**config.mk**
```make
export PLATFORM = sky130hd
export DESIGN_NAME = bcd_to_bin_seq
export DESIGN_NICKNAME = d
export VERILOG_FILES = /design/src/rtl/bcd_to_bin_seq_pkg.sv /design/src/rtl/bcd_digit_adjust.sv /design/src/rtl/bcd_to_bin_seq.sv
export SDC_FILE = /design/constraint.sdc
export NUM_CORES = 1
export LEC_CHECK = 0
export CORE_MARGIN = 2
export CORE_UTILIZATION = 48
export CTS_CLUSTER_SIZE = 12
export DETAILED_ROUTE_END_ITERATION = 8
export PLACE_DENSITY = 0.77
export REMOVE_ABC_BUFFERS = 1
export SLEW_MARGIN = 20
export SYNTH_ARGS = -nofsm -noshare
export SYNTH_HDL_FRONTEND = slang
export SYNTH_SLANG_ARGS = --single-unit
```
**constraint.sdc**
```tcl
create_clock -name clk -period 1.3 [get_ports clk]
set_input_delay 0.39 -clock clk [delete_from_list [all_inputs] [get_ports clk]]
set_output_delay 0.39 -clock clk [all_outputs]
set_load 0.05 [all_outputs]
```
**src/rtl/bcd_to_bin_seq_pkg.sv**
```systemverilog
// Shared constants and FSM state encoding for the sequential BCD-to-binary converter.
package bcd_to_bin_seq_pkg;

    typedef enum logic [1:0] {
        S_IDLE = 2'd0,
        S_CALC = 2'd1,
        S_DONE = 2'd2
    } state_t;

    localparam int BCD_NIB_W     = 4;
    localparam int BCD_ADJ       = 3;
    localparam int BCD_THRESH    = 8;
    localparam int BCD_MAX_DIGIT = 9;

endpackage

```
**src/rtl/bcd_digit_adjust.sv**
```systemverilog
// Reverse double-dabble nibble correction: a digit that reached 8 or more after the
// right shift had a 10s-weight bit shifted in, so it is brought back by subtracting 3.
module bcd_digit_adjust
    import bcd_to_bin_seq_pkg::*;
(
    input  logic [BCD_NIB_W-1:0] d_i,
    output logic [BCD_NIB_W-1:0] d_o
);

    assign d_o = (d_i >= BCD_NIB_W'(BCD_THRESH)) ? (d_i - BCD_NIB_W'(BCD_ADJ)) : d_i;

endmodule

```
**src/rtl/bcd_to_bin_seq.sv**
```systemverilog
// Iterative BCD-to-binary converter (reverse double-dabble), one shift per cycle.
// Optional build macro BCD_ERR_CHECK_EN rejects nibbles above 9 and raises err.
module bcd_to_bin_seq
    import bcd_to_bin_seq_pkg::*;
#(
    parameter int DIGITS = 3,
    parameter int BIN_W  = 10
) (
    input  logic                        clk,
    input  logic                        rst_n,
    input  logic                        start,
    input  logic [BCD_NIB_W*DIGITS-1:0] bcd_in,
    output logic                        busy,
    output logic                        done,
    output logic [BIN_W-1:0]            bin_out,
    output logic                        err
);

    localparam int BCD_W  = BCD_NIB_W * DIGITS;
    localparam int WORK_W = BCD_W + BIN_W;
    localparam int CNT_W  = $clog2(BIN_W);

    state_t              state_q;
    logic [WORK_W-1:0]   work_q;
    logic [CNT_W-1:0]    cnt_q;
    logic                busy_q;
    logic                done_q;
    logic                err_q;
    logic [BIN_W-1:0]    bin_out_q;

    logic [WORK_W-1:0]   shifted;
    logic [BCD_W-1:0]    bcd_adj;
    logic [WORK_W-1:0]   work_d;

    assign shifted = work_q >> 1;

    generate
        for (genvar gi = 0; gi < DIGITS; gi++) begin : g_adj
            bcd_digit_adjust u_adj (
                .d_i (shifted[BIN_W + gi*BCD_NIB_W +: BCD_NIB_W]),
                .d_o (bcd_adj[gi*BCD_NIB_W +: BCD_NIB_W])
            );
        end
    endgenerate

    assign work_d = {bcd_adj, shifted[BIN_W-1:0]};

`ifdef BCD_ERR_CHECK_EN
    logic [DIGITS-1:0] nib_bad;
    generate
        for (genvar gi = 0; gi < DIGITS; gi++) begin : g_chk
            assign nib_bad[gi] = bcd_in[gi*BCD_NIB_W +: BCD_NIB_W] > BCD_NIB_W'(BCD_MAX_DIGIT);
        end
    endgenerate
`endif

    always_ff @(posedge clk or negedge rst_n) begin
        if (!rst_n) begin
            state_q   <= S_IDLE;
            work_q    <= '0;
            cnt_q     <= '0;
            busy_q    <= 1'b0;
            done_q    <= 1'b0;
            err_q     <= 1'b0;
            bin_out_q <= '0;
        end else begin
            done_q <= 1'b0;
            case (state_q)
                S_IDLE: begin
                    if (start) begin
                        work_q <= {bcd_in, {BIN_W{1'b0}}};
                        cnt_q  <= '0;
                        err_q  <= 1'b0;
`ifdef BCD_ERR_CHECK_EN
                        if (|nib_bad) begin
                            err_q   <= 1'b1;
                            state_q <= S_DONE;
                        end else begin
                            busy_q  <= 1'b1;
                            state_q <= S_CALC;
                        end
`else
                        busy_q  <= 1'b1;
                        state_q <= S_CALC;
`endif
                    end
                end
                S_CALC: begin
                    work_q <= work_d;
                    if (cnt_q == CNT_W'(BIN_W - 1)) begin
                        busy_q  <= 1'b0;
                        state_q <= S_DONE;
                    end else begin
                        cnt_q <= cnt_q + 1'b1;
                    end
                end
                S_DONE: begin
                    done_q    <= 1'b1;
                    bin_out_q <= err_q ? '0 : work_q[BIN_W-1:0];
                    state_q   <= S_IDLE;
                end
                default: state_q <= S_IDLE;
            endcase
        end
    end

    assign busy    = busy_q;
    assign done    = done_q;
    assign err     = err_q;
    assign bin_out = bin_out_q;

endmodule

```
==> out/qor.txt <==
Failing checks = setup timing
F_max = 0.7659 GHz
Area delta synth->final = 41.02%
Total negative slack = -0.006554 ns
DIE AREA = 4390 µm²
Io pins = 28
Inserted Clock Buffers = 5
Req. time, crit path = 1.48 ns
Worst Path Class, Setup = reg2reg
Tot GR Track Use = 19.10%
Post-synth EDFFs = 0
Endpoint class of the critical path = flip-flop
Top FF cell, synth = dfrtp_1
Clk buf depth = 2
DP Worst Slack = -0.4510 ns
Final Cycle Share = 100.4%
H-tree depth = 2
DR iter-0 viols = 85
Final core utilization = 71.13%
GRT overflow = 0
Number of synthesized register bits = 40
Worst Skew = 0.007102 ns
Minimum clock period = 1.306 ns
Synthesis Warnings = 0
Via/cell ratio = 5.322
Startpoint Class = flip-flop
CTS clock-pin slew for the worst setup and hold paths = 0.08 ns
Crit path DAT = 1.48 ns
Dpl cells = 237
Worst hold slack = 0.06088 ns
Core ar. = 3689 µm²
Post-route ant nets = 0
Initial antenna violation count = 0
Vias in the first global route = 1291
Unrepaired setup endpoints after global routing = yes
Die Wd = 66.26 µm
Hold-fix buffers, CTS = 0
Clock sink count = 40
Later-pin clock latency in the skew report = 0.29 ns
Crit Path Max Fanout = 3
Yosys cell types = 30
Final Non-Filler Cells = 255
Worst Slack Setup Final = -0.005657 ns
Final setup vio count = 2
Leakage = 1.277 nW
Sequential-to-total area share from yosys stat = 53.80%
Starting density of the core = 50.44%
First-pass GRT wire length = 6085 µm
GPL Wtd Cong = 0.7767
CTS root buf = clkbuf_8
Wire per inst = 15.25 µm
Worst vdd rail ir drop = 1.749 mV
# Max-Cap Violations = 0
DRT Pass-1 Iters = 4
Port-buffer cells = 26
Die Span Y = 66.26 µm
Final layout net count = 227
DP HPWL = 2581 µm
Number of core rows = 22
Ys async rst share = 100.0%
Pwr per Cell Area = 2405 nW/µm²
TritonCTS clock tree = yes
Via count = 1357
Mapped Cells = 156
Share of layout cells above drive strength 1 = 27.05%
Slew Viols, Final = 0
Hold Path Class = in2async
# DRC = 0
Ant diodes = 0
Endpoints failing hold = 0
Avg Inst Size Synth = 11.93 µm²
Synth Cell Area = 1861 µm²
Largest net degree at the start of global routing = 41
Status = complete, but fails checks
Total Routed Length = 3890 µm
[worst paths after layout]
| check | startpoint | endpoint | slack [ns] | depth (start not counted) |
|---|---|---|---|---|
| min in group clk | work_q[10]$_DFFE_PN0P_ | work_q[10]$_DFFE_PN0P_ | 0.49 | 1 |
| hold / removal | rst_n | cnt_q[3]$_DFFE_PN0P_ | 0.06 | 2 |
| max in group asynchronous | rst_n | state_q[1]$_DFFE_PN0P_ | 1.02 | 2 |
| hold reg to reg | work_q[10]$_DFFE_PN0P_ | work_q[10]$_DFFE_PN0P_ | 0.49 | 1 |
| setup reg to reg | work_q[15]$_DFFE_PN0P_ | work_q[16]$_DFFE_PN0P_ | -0.006 | 6 |
| setup / recovery | work_q[15]$_DFFE_PN0P_ | work_q[16]$_DFFE_PN0P_ | -0.006 | 6 |
[kinds of logic after synthesis]
group	share of synthesized area (%)
DFF	53.80
AOI/OAI and AO/OA	14.86
and+or+nand+nor	9.415
muxes	10.36
buffers and inverters	5.447
adders and majority gates	4.035
xor gates and xnor gates	1.883
other	0.2016
[synthesized netlist by cell type (4+ instances only)]
cell type | n | share of area [%]
inv_1 | 8 | 1.6
mux2_1 | 10 | 6.1
o21ai_1 | 7 | 1.9
xnor2_1 | 4 | 1.9
mux2i_1 | 8 | 4.3
a21oi_1 | 11 | 3.0
nor2b_1 | 5 | 1.7
nand2_1 | 10 | 2.0
ha_1 | 6 | 4.0
dfrtp_1 | 40 | 54
nand2b_1 | 4 | 1.3
buf_4 | 6 | 2.4
a22o_1 | 11 | 5.2
[what timing repair did]
item / 4_1_cts / 5_1_grt
cloned: 0 / 1
pin swaps: 2 / 6
resized for setup: 4 / 5
endpoints found under the setup margin: 25 / 20
buffers inserted: 0 / 9
[metal layers]
layer  vias up  wire (µm)  GRT usage (%)
met1       663       1545          22.81
met4         0         50          6.888
li1        644          -              -
met3         5        231          6.133
met2        45       2062          32.13
met5         -          0              0
[stage by stage]
| step | instance area [µm²] | total power, mW |
|---|---|---|
| finish | 2624 | 6.311 |
| global route | 2624 | 6.727 |
| CTS | 2505 | 6.019 |
| detailed placement | 2390 | 4.995 |
| global placement | 2390 | 4.854 |
| floorplan | 1789 | 3.730 |
[registers in the layout, indices dropped and copies added, names as in the netlist]
signal   flops
busy         1
bin_out     10
work_q      22
done         1
state_q      2
cnt_q        4
[worst max-delay path, stage by stage (launching register included)]
cell and delay, ns:
dfrtp_1 0.39, buf_4 0.13, buf_4 0.14, ha_1 0.20
nor2b_2 0.13, xnor2_1 0.13, o21ai_1 0.08
[where the power goes]
group	internal (mW)	switching, mW	total, mW
clock network	0.569	0.412	0.982
logic	1.71	1.41	3.12
registers	1.75	0.460	2.21
total	4.03	2.28	6.31
[layout make-up]
class | count | area (µm²)
Timing Repair Buffer | 53 | 644.4
Sequential cell | 40 | 1003
Clock inverter | 2 | 35.03
Clock buffer | 6 | 72.57
Inverter | 8 | 30.03
Fill cell | 247 | 1065
Multi-Input combinational cell | 98 | 778.2
Tap cell | 48 | 60.06
[layout by cell type (no fill, tap or decap), types with 2 or more instances in the layout]
cell type,netlist,layout
dfrtp_1,40,38
buf_4,6,22
buf_12,0,16
clkdlybuf4s50_1,0,12
a21oi_1,11,11
a22o_1,11,11
mux2_1,10,10
nand2_1,10,10
inv_1,8,8
mux2i_1,8,8
o21ai_1,7,6
ha_1,6,6
clkbuf_8,0,5
nand2b_1,4,4
xnor2_1,4,4
nor3b_1,3,3
nor2b_1,5,3
a211oi_1,2,2
a21o_1,2,2
nor2_1,2,2
o22a_1,2,2
nor4bb_1,2,2
dfrtp_2,0,2
Note: power is estimated with default switching activity, not from simulation.
==> patch (config.mk and constraints unchanged) <==
Change the parameter `DIGITS` from 3 to 2.
--- a/src/rtl/bcd_to_bin_seq.sv
+++ b/src/rtl/bcd_to_bin_seq.sv
@@ -4,5 +4,5 @@
     import bcd_to_bin_seq_pkg::*;
 #(
-    parameter int DIGITS = 3,
+    parameter int DIGITS = 2,
     parameter int BIN_W  = 10
 ) (
Interface: changed (resized bcd_in); port bits go from 28 to 24. No check against the original RTL was run, so the function may have changed too.
==> patch against the unedited design <==
The flow still finishes with violations (negative setup slack); non-clock buffer count shrank 8; routed wire length is 21% lower; sequential cell count fell by 4; clock power down 44%; power down 17%; setup slack got worse by 0.079 ns; final area down 16%; synthesized area fell by 15%.
==> patch: results (changes against the unedited design) <==
| Metric | Value |
|---|---|
| Status | `finished with violations` |
| Failing checks | `negative setup slack` |
| Root Buffer | `clkbuf_4` |
| Max reg flops | `18 (-18%)` |
| Clock skew | `0.00481 ns (-0.00229 ns)` |
| Peak supply drop | `0.997 mV (-43%)` |
| CP arrival | `1.66 ns (+0.18 ns)` |
| Setup violators final | `5 (+3)` |
| HPWL after DPL | `2.17 mm (-16%)` |
| GP Congestion | `0.822 (+5.8%)` |
| Post-Place Setup Slack | `-0.336 ns (+0.115 ns)` |
| Number of port buffers | `22 (-15%)` |
| Nets@finish | `191 (-16%)` |
| Share of layout cells above drive strength 1 | `34.7% (+7.6 points)` |
| Synth top area cells | `dfrtp_1 57%, mux2_2 7.1%, a22o_1 6.1%, ha_1 3.2%, a21oi_1 2.5%` |
| Sequential area share after synthesis | `56.8% (+3.0 points)` |
| Worst Setup EP | `cnt_q[0]$_DFFE_PN0P_` |
| DRT iter0 DRCs | `18 (-79%)` |
| Gr usage total | `18.3% (-0.75 points)` |
| Leakage power | `1.09 nW (-15%)` |
| Crit-path max FO | `5 (+2)` |
| Clock transition at path regs | `0.10 ns (+0.02 ns)` |
| Fillers | `245 (-0.81%)` |
| Post-synth top cells | `36 x dfrtp_1, 11 x a22o_1, 10 x mux2_2, 8 x a21oi_1, 7 x nand2_1` |
| Vias in the first global route | `1,117 (-13%)` |
| Via density | `5.40 (+1.5%)` |
| Drt wl/cell | `13.9 um (-8.9%)` |
| Clk Latency, worst-skew pair | `0.34 ns (+0.05 ns)` |
| Synth async-reset ratio | `100% (unchanged)` |
| Synth unique cells | `32 (+6.7%)` |
| Final setup margin | `-0.0844 ns (-0.0788 ns)` |
[patch: cell count changes in the layout (fill, tap and decap cells not counted), moves of 4 or more]
cell,change
clkbuf_8,-5
mux2_1,-10
clkbuf_4,+5
mux2_2,+10
nand3_1,+4
mux2i_1,-4
[patch: kinds of logic (layout without fill, tap and decap cells)]
kind of cell / after synthesis / in the layout / synth area share (%)
buffers and inverters: 14 / 58 / 4.42
muxes: 14 / 14 / 9.62
and+or+nand+nor: 30 / 30 / 11.1
DFF: 36 / 36 / 56.8
xor gates and xnor gates: 2 / 2 / 1.10
other: 1 / 1 / 0.236
AOI/OAI and AO/OA: 31 / 31 / 13.6
adders and majority gates: 4 / 4 / 3.15
[patch: power by group]
group / switching (mW) / internal [mW]
clock network: 0.350 / 0.199
registers: 0.373 / 1.56
logic: 1.28 / 1.49
total: 2.00 / 3.25
[patch: critical path, stage by stage (launching register included)]
cell,delay (ns)
dfrtp_1,0.36
inv_1,0.05
ha_2,0.18
and3b_1,0.19
buf_4,0.15
or3_4,0.34
nand3_2,0.08
[patch: area by class of cell]
| cell class | count | area share (%) |
|---|---|---|
| clock buffer | 6 | 1.87 |
| inverter | 6 | 1.02 |
| timing repair buffer | 45 | 24.5 |
| multi-input combinational | 82 | 29.1 |
| clock inverter | 1 | 0.227 |
| tap | 44 | 2.49 |
| sequential | 36 | 40.8 |
[patch: worst min path at each step]
stage / end / slack [ns]
after floorplan: bin_out[0]$_DFFE_PN0P_ / 0.09
after global placement: work_q[10]$_DFFE_PN0P_ / 0.46
after detailed placement: work_q[10]$_DFFE_PN0P_ / 0.47
after CTS: work_q[12]$_DFFE_PN0P_ / 0.42
after global routing: done$_DFF_PN0_ / 0.41
final: work_q[12]$_DFFE_PN0P_ / 0.43
[patch: routing by layer]
| metal | vias to the layer above | track usage (%) | routed length (um) |
|---|---|---|---|
| met3 | 10 | 5.25 | 161 |
| met1 | 586 | 19.8 | 1220 |
| met4 | 0 | 9.42 | 73 |
| met5 | - | 0 | 0 |
| li1 | 551 | - | - |
| met2 | 41 | 32.5 | 1600 |
[patch: stage by stage]
stage | cells | setup TNS [ns] | hold slack [ns] | cell area, sq um
4_1_cts | 215 | -0.383 | 0.420 | 2150
2_1_floorplan | 124 | -10.76 | 0.0944 | 1540
5_1_grt | 220 | -0.924 | 0.414 | 2210
3_3_place_gp | 207 | -5.11 | 0.464 | 2090
6_report | 220 | -0.179 | 0.425 | 2210
3_5_place_dp | 207 | -5.75 | 0.470 | 2090
[patch: timing repair]
action,in CTS,in global routing
endpoints found under the hold margin,0,0
resized for setup,4,6
pin swaps,2,4
buffers inserted,1,5
setup endpoints to repair,20,20
